**src/rtl/final_adder_pkg.sv**
```systemverilog
// Shared widths, float bias and pairing FSM encoding for the final adder stages.
package final_adder_pkg;
  localparam int CORDIC_DATA_WIDTH = 22;
  localparam int FLOAT_DATA_WIDTH  = 32;
  localparam int FRAC_BITS         = 20;
  localparam int FLOAT_BIAS        = 127;

  typedef enum logic {
    WAIT_FIRST  = 1'b0,
    WAIT_SECOND = 1'b1
  } pair_state_t;
endpackage

```
**src/rtl/stage_3_fixed_to_float.sv**
```systemverilog
// Exact signed Q2.20 to IEEE-754 single conversion (combinational, no rounding needed).
module fixed_to_float
  import final_adder_pkg::*;
(
  input  logic [CORDIC_DATA_WIDTH-1:0] fixed,
  output logic [FLOAT_DATA_WIDTH-1:0]  result
);
  logic                         sign;
  logic [CORDIC_DATA_WIDTH-1:0] mag;
  logic [4:0]                   lead;
  logic [44:0]                  shifted;
  logic [7:0]                   exponent;

  // Sign/magnitude split, leading-one search and field packing.
  always_comb begin
    sign = fixed[CORDIC_DATA_WIDTH-1];
    // -2.0 (0x200000) negates to itself, which reads correctly as unsigned 2^21
    mag  = sign ? (22'd0 - fixed) : fixed;
    lead = 5'd0;
    for (int i = 0; i < CORDIC_DATA_WIDTH; i++) begin
      if (mag[i]) lead = 5'(i);
      else        lead = lead;
    end
    // Move the leading one to bit 23 so the bits beneath it form the mantissa
    shifted  = {23'd0, mag} << (5'd23 - lead);
    exponent = 8'(FLOAT_BIAS - FRAC_BITS) + {3'd0, lead};
    if (mag == 22'd0) result = 32'h0000_0000;
    else              result = {sign, exponent, shifted[22:0]};
  end
endmodule

```
**src/rtl/stage_3.sv**
```systemverilog
// Converts CORDIC cosines to float and pairs them with their squares for the adder tail.
// Optional macro STAGE_3_ORPHAN_FLUSH_EN: emit a lone trailing element as a half-zero pair.
module stage_3
  import final_adder_pkg::*;
(
  input  logic                         clk,
  input  logic                         rst,
  input  logic                         clk_en,
  input  logic [CORDIC_DATA_WIDTH-1:0] result_in,
  input  logic [FLOAT_DATA_WIDTH-1:0]  squared_in,
  input  logic                         valid_in,
  input  logic                         pipeline_cleared_in,
  output logic [FLOAT_DATA_WIDTH-1:0]  cos_one,
  output logic [FLOAT_DATA_WIDTH-1:0]  cos_two,
  output logic [FLOAT_DATA_WIDTH-1:0]  sq_one,
  output logic [FLOAT_DATA_WIDTH-1:0]  sq_two,
  output logic                         pair_valid,
  output logic                         done
);
  logic [FLOAT_DATA_WIDTH-1:0] conv;
  logic                        a_valid;
  logic [FLOAT_DATA_WIDTH-1:0] a_cos;
  logic [FLOAT_DATA_WIDTH-1:0] a_sq;
  logic [FLOAT_DATA_WIDTH-1:0] slot_cos;
  logic [FLOAT_DATA_WIDTH-1:0] slot_sq;
  pair_state_t                 state;

  fixed_to_float u_conv (
    .fixed  (result_in),
    .result (conv)
  );

  // Stage A capture, pairing FSM and registered pair/done outputs.
  always_ff @(posedge clk) begin
    if (!rst) begin
      state      <= WAIT_FIRST;
      a_valid    <= 1'b0;
      a_cos      <= 32'h0000_0000;
      a_sq       <= 32'h0000_0000;
      slot_cos   <= 32'h0000_0000;
      slot_sq    <= 32'h0000_0000;
      cos_one    <= 32'h0000_0000;
      cos_two    <= 32'h0000_0000;
      sq_one     <= 32'h0000_0000;
      sq_two     <= 32'h0000_0000;
      pair_valid <= 1'b0;
      done       <= 1'b0;
    end else begin
      // The pulse drops on every edge, even while the pipeline is stalled
      pair_valid <= 1'b0;
      if (clk_en) begin
        a_valid <= valid_in;
        if (valid_in) begin
          a_cos <= conv;
          a_sq  <= squared_in;
        end
        done <= (state == WAIT_FIRST) & ~a_valid & pipeline_cleared_in;
        case (state)
          WAIT_FIRST: begin
            if (a_valid) begin
              slot_cos <= a_cos;
              slot_sq  <= a_sq;
              state    <= WAIT_SECOND;
            end
          end
          WAIT_SECOND: begin
            if (a_valid) begin
              cos_one    <= slot_cos;
              sq_one     <= slot_sq;
              cos_two    <= a_cos;
              sq_two     <= a_sq;
              pair_valid <= 1'b1;
              state      <= WAIT_FIRST;
            end else if (pipeline_cleared_in && !valid_in) begin
`ifdef STAGE_3_ORPHAN_FLUSH_EN
              cos_one    <= slot_cos;
              sq_one     <= slot_sq;
              cos_two    <= 32'h0000_0000;
              sq_two     <= 32'h0000_0000;
              pair_valid <= 1'b1;
`endif
              state      <= WAIT_FIRST;
            end
          end
          default: state <= WAIT_FIRST;
        endcase
      end
    end
  end
endmodule

```
**config.mk**
```make
export PLATFORM = sky130hd
export DESIGN_NAME = stage_3
export DESIGN_NICKNAME = d
export VERILOG_FILES = /design/src/rtl/final_adder_pkg.sv /design/src/rtl/stage_3_fixed_to_float.sv /design/src/rtl/stage_3.sv
export SDC_FILE = /design/constraint.sdc
export NUM_CORES = 1
export LEC_CHECK = 0
export CORE_ASPECT_RATIO = 1.25
export CORE_MARGIN = 2
export CORE_UTILIZATION = 35
export CTS_CLUSTER_DIAMETER = 40
export DETAILED_ROUTE_END_ITERATION = 8
export MAX_ROUTING_LAYER = met4
export PLACE_DENSITY = 0.56
export SKIP_LAST_GASP = 1
export SLEW_MARGIN = 25
export SYNTH_ARGS = -nofsm -noshare
export SYNTH_HDL_FRONTEND = slang
export SYNTH_SLANG_ARGS = --single-unit
```
**constraint.sdc**
```tcl
create_clock -name clk -period 8.4 [get_ports clk]
set_input_delay 1.68 -clock clk [delete_from_list [all_inputs] [get_ports clk]]
set_output_delay 1.68 -clock clk [all_outputs]
set_load 0.005 [all_outputs]
```
==> metrics.md <==
| Metric | Value |
|---|---|
| First-pass GRT wire length | `57.6 mm` |
| DPL Wire Length | `25.6 mm` |
| Fraction of layout cells with a size suffix above 1 | `5.93%` |
| Grt ovf | `0` |
| Synth Area in Simple Gates | `22.3%` |
| Pwr Density | `197 mW/mm2` |
| Setup Crit Path Kind | `input pin to register` |
| FF+latch count, synth | `260` |
| Final period util | `76.7%` |
| Leak Pwr | `5.03 nW` |
| Slew headroom | `32.2%` |
| FF-to-FF path depth | `4` |
| Reg2Reg Capture Point | `cos_one[21]` |
| Die Ht | `210 um` |
| Place WS | `roughly 1.5 ns` |
| Slew Viols, Final | `0` |
| CTS Hold Bufs | `0` |
| Placed cell areas | `roughly 0.014 mm2` |
| Die Wd | `169 um` |
| Htree depth | `1` |
| Final setup margin | `roughly 2.0 ns` |
| Top-area cell type share of the netlist area | `43.6%` |
| Nets | `1675` |
| Core region area | `0.0336 mm2` |
| Clock transition at path regs | `0.06 ns` |
| Routed wire length | `36.7 mm` |
| Crit path launch type | `input pin` |
| Synth Net Count | `1560` |
| CTS tree | `done` |
| Run status | `complete, no violations` |
| Pin count of the biggest net entering global routing | `114` |
| Final Setup Violations | `0` |
| Compound-gate portion of the synthesized area | `around a quarter` |
| Unrepaired setup endpoints after global routing | `false` |
| Overall global routing resource usage | `20.7%` |
| I/O Buffers | `between 150 and 200` |
| Post-synthesis mux area share | `2.66%` |
| Most common cell in the netlist | `nand2_1` |
| Yosys warnings | `0` |
| Worst reg2reg path startpoint | `state` |
| CTS Buf Count | `30` |
| Post-CTS Setup Bufs | `0` |
| Maximum vdd ir drop | `between 0.1 and 0.15 mV` |
| Initial antenna violation count | `0` |
| Post-synth EDFFs | `0` |
| Vias | `10600` |
| Worst min path class | `register to register` |
| Fin util | `44.7%` |
| CP arrival | `roughly 7 ns` |
| Synth Area per Inst | `7.97 um2` |
| Peak Freq | `155 MHz` |
| Layout area overhead | `26.0%` |
| CP Launch Point | `result_in[3]` |
| Final hold vios | `0` |
| Setup TNS | `0 ns` |
| Number of DRC markers in iteration 0 | `610` |
| Synth Area in XOR/XNOR | `2.03%` |
| Total I/O pin count | `189` |
| Cell Area, Synth | `around 0.012 mm2` |
| Vias/cell | `5.16` |
| Worst Setup EP | `a_cos[2]` |
| # diodes | `0` |
| Synth Flop Type | `dfxtp_1` |
| Async SR Flop Fraction | `0%` |
| Post-synthesis cell type count | `80` |
| Routed wire per std cell | `17.8 um` |
| Critical Path Fanout Max | `12` |
| Post-route design area | `roughly 0.015 mm2` |
| CTS Root Cell | `clkbuf_16` |
| Final Wtd Congestion | `just over 0.9` |
| Crit. End Element | `register` |
| CTS resizes | `0` |
| Least-Margin Pin Slew | `1.01 ns` |
| CTS max path bufs | `3` |
| Top cells by area, synth | `dfxtp_1 (44%), nand2_1 (16%), a21boi_0 (10%)` |
| Worst reg2reg setup slack | `between 6 and 7 ns` |
| Worst Path Required | `slightly below 9 ns` |
| Synth Area in Adders | `0.524%` |
| Drt drc | `0` |
| Clk sinks | `260` |
| Number of global-route vias before repair | `10100` |
| Seq/Total Area, Yosys | `43.6%` |
| Fin Clk Skew | `0.00928 ns` |
| Initial Utilization | `35.5%` |
| Synth top cells by count | `nand2_1 (501), dfxtp_1 (260), a21boi_0 (163), clkbuf_1 (94), a21oi_1 (85)` |
| Die area | `0.0356 mm2` |
| Largest family of logic cells by synthesized area | `compound AO/OA/AOI/OAI gates` |
| Worst hold slack | `0.445 ns` |
| Post-route ant nets | `0` |
| Router iterations before antenna repair | `5` |
| Rows | `75` |
| Max-Cap Viols | `0` |
| Post-Syn Instances | `1496` |
| Worst-skew pair later-pin latency | `0.55 ns` |
| Final Critical Period | `approximately 6.4 ns` |
| Synth area leader | `dfxtp_1` |
==> worst min path at each step <==
stage	startpoint	end	cells after the start
floorplan	slot_cos[29]	cos_one[29]	2
global placement	slot_sq[14]	sq_one[14]	2
detailed placement	slot_sq[0]	sq_one[0]	2
CTS	slot_sq[0]	sq_one[0]	2
global route	slot_sq[17]	sq_one[17]	2
finish	slot_sq[15]	sq_one[15]	2
==> kinds of logic (layout without fill, tap and decap cells) <==
group,count (synthesis),after routing
xor+xnor,26,26
fa+ha+maj,5,5
flops,260,260
simple gates,638,638
mux,31,31
buf+inv,132,271
compound gates,404,404
==> sequential cells by signal, indices dropped and copies added (netlist names) <==
name / flops
state: 1
done: 1
a_valid: 1
sq_two: 32
cos_one: 32
cos_two: 32
slot_cos: 32
sq_one: 32
a_cos: 32
pair_valid: 1
slot_sq: 32
a_sq: 32
==> power by group <==
part	leakage, nW	switching (mW)	internal [mW]	total [mW]
Combinational	2.42	0.213	0.126	0.339
Clock	0.508	0.534	0.805	1.34
Sequential	2.10	0.0220	1.26	1.28
==> layout make-up <==
| type | instances | area (um2) |
|---|---|---|
| Fill cell | 3432 | 18600 |
| Multi-Input combinational cell | 1104 | 6210 |
| Sequential cell | 260 | 5200 |
| Timing Repair Buffer | 200 | 1990 |
| Clock buffer | 39 | 836 |
| Tap cell | 423 | 529 |
| Clock inverter | 17 | 204 |
| Inverter | 15 | 56.3 |
==> layer usage <==
metal | up-vias | global-route usage [%] | wire, um
met5 | - | - | 0
met4 | 0 | 7.19 | 1140
met3 | 65 | 2.35 | 1460
met2 | 275 | 35.1 | 18000
met1 | 4955 | 25.4 | 16100
li1 | 5317 | - | -
==> metrics by stage <==
step / power (mW) / std cells
after floorplan: 1.52 / 1496
after global placement: 1.64 / 2001
after detailed placement: 1.64 / 2002
after CTS: 2.99 / 2058
after global routing: 3.08 / 2058
final: 2.95 / 2058
==> critical path, stage by stage <==
cell	delay, ns
clkdlybuf4s50_1	0.57
nor4_1	0.62
nand4_1	0.47
or4_1	0.61
o211ai_1	0.21
and3_1	0.37
and3_1	0.46
ha_1	0.44
inv_1	0.16
nor2_1	0.55
nand2_1	0.33
nor2_1	0.21
a22oi_1	0.09
nor2b_1	0.14
==> layout by cell type (no fill, tap or decap), types with 25 or more instances in the layout <==
cell             count
clkbuf_16           31
nand2_1            500
o21ai_0             35
clkdlybuf4s50_1    187
a21boi_0           163
dfxtp_1            260
a21oi_1             85
mux2i_1             25
nor2_1              28
(Power assumes the default switching activity.)
